--- src/rtl/spi_ram_ctrl.sv ---
// Byte RAM behind an SPI slave: decodes 2-bit opcodes from the rx word stream and returns read data.
// Optional SPI_RAM_AUTO_INC_EN: post-increment wr_addr on writes and rd_addr on reads.
module spi_ram_ctrl #(
  parameter int MEM_DEPTH = 256,
  parameter int ADDR_SIZE = 8
) (
  input  logic       clk,
  input  logic       rst,
  input  logic [9:0] din,
  input  logic       rx_valid,
  output logic [7:0] dout,
  output logic       tx_valid
);

  logic [7:0]           mem [MEM_DEPTH];
  logic [ADDR_SIZE-1:0] wr_addr_q, wr_addr_d;
  logic [ADDR_SIZE-1:0] rd_addr_q, rd_addr_d;
  logic                 rx_valid_q;
  logic [7:0]           dout_q, dout_d;
  logic                 tx_valid_q, tx_valid_d;
  logic                 acc;
  logic                 mem_we;

  // One command per rising edge of rx_valid, however long it stays high.
  assign acc = rx_valid & ~rx_valid_q;

  always_comb begin
    wr_addr_d  = wr_addr_q;
    rd_addr_d  = rd_addr_q;
    dout_d     = dout_q;
    tx_valid_d = tx_valid_q;
    mem_we     = 1'b0;
    if (!rx_valid) tx_valid_d = 1'b0;
    if (acc) begin
      case (din[9:8])
        2'b00: begin
          wr_addr_d  = din[ADDR_SIZE-1:0];
          tx_valid_d = 1'b0;
        end
        2'b01: begin
          mem_we     = 1'b1;
          tx_valid_d = 1'b0;
`ifdef SPI_RAM_AUTO_INC_EN
          wr_addr_d  = wr_addr_q + ADDR_SIZE'(1);
`endif
        end
        2'b10: begin
          rd_addr_d  = din[ADDR_SIZE-1:0];
          tx_valid_d = 1'b0;
        end
        default: begin
          dout_d     = mem[rd_addr_q];
          tx_valid_d = 1'b1;
`ifdef SPI_RAM_AUTO_INC_EN
          rd_addr_d  = rd_addr_q + ADDR_SIZE'(1);
`endif
        end
      endcase
    end
  end

  always_ff @(posedge clk or posedge rst) begin
    if (rst) begin
      wr_addr_q  <= '0;
      rd_addr_q  <= '0;
      rx_valid_q <= 1'b0;
      dout_q     <= '0;
      tx_valid_q <= 1'b0;
    end else begin
      wr_addr_q  <= wr_addr_d;
      rd_addr_q  <= rd_addr_d;
      rx_valid_q <= rx_valid;
      dout_q     <= dout_d;
      tx_valid_q <= tx_valid_d;
    end
  end

  // Storage keeps its contents across reset.
  always_ff @(posedge clk) begin
    if (mem_we) mem[wr_addr_q] <= din[7:0];
  end

  assign dout     = dout_q;
  assign tx_valid = tx_valid_q;

endmodule

--- config.mk ---
export PLATFORM = sky130hd
export DESIGN_NAME = spi_ram_ctrl
export DESIGN_NICKNAME = d
export VERILOG_FILES = /design/src/rtl/spi_ram_ctrl.sv
export SDC_FILE = /design/constraint.sdc
export NUM_CORES = 2
export LEC_CHECK = 0
export ABC_CLOCK_PERIOD_IN_PS = 3800
export BUFFER_PORTS_ARGS = -buffer_cell sky130_fd_sc_hd__buf_2
export CAP_MARGIN = 20
export CORE_UTILIZATION = 55
export DETAILED_ROUTE_END_ITERATION = 16
export PLACE_DENSITY = 0.7
export RECOVER_POWER = 50
export SLEW_MARGIN = 20
export SYNTH_ARGS = -nofsm -noshare
export SYNTH_HDL_FRONTEND = slang
export SYNTH_SLANG_ARGS = --single-unit
--- constraint.sdc ---
create_clock -name clk -period 3.8 [get_ports clk]
set_clock_uncertainty 0.1 [all_clocks]
set_input_delay 0.38 -clock clk [delete_from_list [all_inputs] [get_ports clk]]
set_output_delay 0.38 -clock clk [all_outputs]
set_load 0.02 [all_outputs]
==> metrics.csv <==
metric,value,unit
syn_to_final_growth,12.7,%
hp-class,in2reg,
ir_worst_vdd,504,uV
cts_root_buffer,clkbuf_16,
pwr-share-comb,0.152,
drc,0,
ys_seq_area_frac,0.768,
place_hpwl,133,mm
finalHoldViolations,0,
worst_pin_slew,3100,ps
first_iter_violations,5726,
row_count,140,
num_vias,42385,
netlist-cell-type-count,63,
dieArea,149000,um2
track_usage,0.287,
synth_nets,4013,
overflow,0,
viasPerCell,6.61,
fillers,9959,
rsz0062_at_grt,no,
route.final.wire_length,211,mm
synthFlopType,edfxtp_1,
avgSynthCellArea,20.2,um2
netlist_area,80900,um2
leakage,29.1,nW
dr.pass1.iters,6,
crit_arrival,4420,ps
criticalPathCategory,reg2reg,
first_global_vias,41471,
setup-tns-final,0,ps
clk_latency,850,ps
synthArstFlopShare,0.0125,
p_per_area,581,nW/um2
fin_crit_sh,0.981,
path_cells,buf_4 -> buf_12 -> mux4_2 -> mux2i_1 -> o21ai_0 -> o21ai_0 -> nor4_1 -> buf_4 -> a211o_1,
h-tree-depth,4,
critPathLaunchType,flip-flop,
io_pins,22,
synth-seq-cells,2074,
cts_tree,built,
synth_edf_count,2048,
slowest_stage,nor4_1,
max_freq,268,MHz
slew_headroom,-1.07,
initial_core_util,0.555,
cts_buffers,198,
critPathRequiredTime,4490,ps
drtAntennaViolNets,0,
die_h,386,um
violations,"max-capacitance violations, max-slew violations",
clock-sinks,2074,
syn_inst,4000,
cts.clk_slew.worst_paths,60,ps
cap_violations,11,
die_x,386,um
portBuffers,21,
hold_slack,123,ps
wl_per_cell,32.9,um
cp_max_fo,43,
grt_max_degree,135,
pwr-share-clk,0.366,
total_power,52.9,mW
gp_congestion,0.912,
antenna_found_initial,8,
switching_share,0.260,
p_int,39.2,mW
switching_power,13.8,mW
end_kind,flip-flop,
status,"complete, but fails checks",
finalMaxSlewViolations,1081,
finalSetupViolations,0,
grt_first_pass_wirelength,300,mm
max_stage_delay,730,ps
min_period,3730,ps
finalNetCount,4332,
coreArea,146000,um2
pwr-share-seq,0.483,
cts.path.max_buffers,3,
yosysWarnings,0,
drive_above_1_share,0.228,
[Yosys cell counts (4+ instances only)]
cell | n | area, um2
a2111oi_0 | 27 | 236
a211oi_1 | 29 | 218
a21oi_1 | 42 | 210
a221o_1 | 5 | 50.1
a221oi_1 | 10 | 87.6
a22o_1 | 14 | 123
a22oi_1 | 44 | 330
a31oi_1 | 8 | 50.1
and2_1 | 6 | 37.5
and3_1 | 6 | 37.5
buf_1 | 11 | 41.3
buf_12 | 5 | 100
buf_2 | 44 | 220
buf_4 | 17 | 128
buf_6 | 45 | 507
buf_8 | 15 | 225
clkbuf_1 | 106 | 398
dfrtp_1 | 26 | 651
edfxtp_1 | 2048 | 61500
inv_1 | 4 | 15.0
mux2_2 | 15 | 169
mux2i_1 | 305 | 3050
mux4_1 | 11 | 289
mux4_2 | 367 | 8270
nand2_1 | 124 | 465
nand3_1 | 36 | 180
nand3b_1 | 4 | 30.0
nand4_1 | 16 | 100
nor2_1 | 305 | 1140
nor2b_1 | 12 | 75.1
nor3_1 | 29 | 145
nor4_1 | 14 | 87.6
o211ai_1 | 5 | 37.5
o21ai_0 | 49 | 245
o221ai_1 | 48 | 420
o22ai_1 | 97 | 607
or2_2 | 4 | 25.0
[worst max-delay path, delay by kind of cell (launching register included)]
kind	cells	cell delay [ps]
AOI/OAI and AO/OA	3	1170
buffers and inverters	3	730
DFF	1	590
muxes	2	350
and+or+nand+nor	1	730
[repair_timing]
item | 4_1_cts | 5_1_grt
pin swaps | 0 | 0
endpoints found under the hold margin | 59 | 0
resized for setup | 2 | 2
hold buffers | 5 | 0
endpoints found under the setup margin | 1 | 2
setup buffers | 0 | 2
[final timing paths]
check	startpoint	to	slack, ps	cells past startpoint
worst max-delay path	rd_addr_q[1]	dout[6]	70	9
worst min-delay path	din[9]	wr_addr_q[0]	120	4
worst max register to register	rd_addr_q[1]	dout[6]	70	9
worst min register to register	tx_valid	tx_valid	420	2
max in group asynchronous	rst	tx_valid	1820	4
min in group asynchronous	rst	dout[7]	330	3
[power by group through the flow]
| stage | clock [mW] | sequential, mW | combinational (mW) |
|---|---|---|---|
| floorplan | 0 | 25.8 | 4.96 |
| global placement | 0 | 26.0 | 7.87 |
| detailed placement | 0 | 26.0 | 7.93 |
| CTS | 19.5 | 25.5 | 7.98 |
| global route | 20.3 | 25.5 | 8.29 |
| finish | 19.4 | 25.6 | 8.03 |
[metrics by stage]
step | instances | setup slack, ps | area [um2] | utilization
finish | 6409 | 72.1 | 91200 | 0.625
global route | 6408 | 40.3 | 91200 | 0.625
floorplan | 4000 | 1300 | 80900 | -
CTS | 6406 | 3.08 | 91400 | 0.627
global placement | 6028 | -392 | 84900 | 0.583
detailed placement | 6029 | -376 | 84900 | 0.583
[layout by cell type, fill, tap and decap left out, types with 19 or more instances in the layout]
cell | Yosys | routed
o221ai_1 | 48 | 48
clkinv_1 | 1 | 47
nor2_1 | 305 | 305
clkbuf_2 | 0 | 19
a211oi_1 | 29 | 28
nor3_1 | 29 | 27
edfxtp_1 | 2048 | 2048
a21oi_1 | 42 | 42
o21ai_0 | 49 | 48
buf_4 | 17 | 279
clkbuf_1 | 106 | 65
dfrtp_1 | 26 | 22
a22oi_1 | 44 | 44
clkbuf_16 | 0 | 198
o22ai_1 | 97 | 97
nand2_1 | 124 | 124
nand3_1 | 36 | 36
buf_12 | 5 | 33
clkinv_2 | 0 | 30
mux4_2 | 367 | 367
mux2i_1 | 305 | 305
a2111oi_0 | 27 | 27
[per-layer routing]
layer	global-route usage	wire [um]
met5	0	31
met4	0.111	8850
met3	0.0652	23500
met2	0.444	99600
met1	0.400	79200
[state kept, by name, indices dropped and copies added, names as in the netlist]
| name | flops |
|---|---|
| dout | 8 |
| mem | 2048 |
| rd_addr_q | 8 |
| rx_valid_q | 1 |
| tx_valid | 1 |
| wr_addr_q | 8 |
[logic make-up after synthesis]
family                 after synthesis  synth area share
muxes                              698             0.146
DFF                               2074             0.768
buffers and inverters              250            0.0204
AOI/OAI and AO/OA                  403            0.0350
and+or+nand+nor                    575            0.0307
[area by class of cell]
class / instances / area, um2 / area share
well taps: 1917 / 2400 / 0.0263
inverters: 6 / 25.0 / 0.000275
flip-flops and latches: 2074 / 62200 / 0.682
multi-input cells: 1676 / 17200 / 0.188
clock inverters: 117 / 1200 / 0.0131
diodes: 1 / 2.50 / 0.0000275
repair buffers: 363 / 3050 / 0.0334
clock buffers: 255 / 5170 / 0.0567
Note: power is estimated with default switching activity, not from simulation.
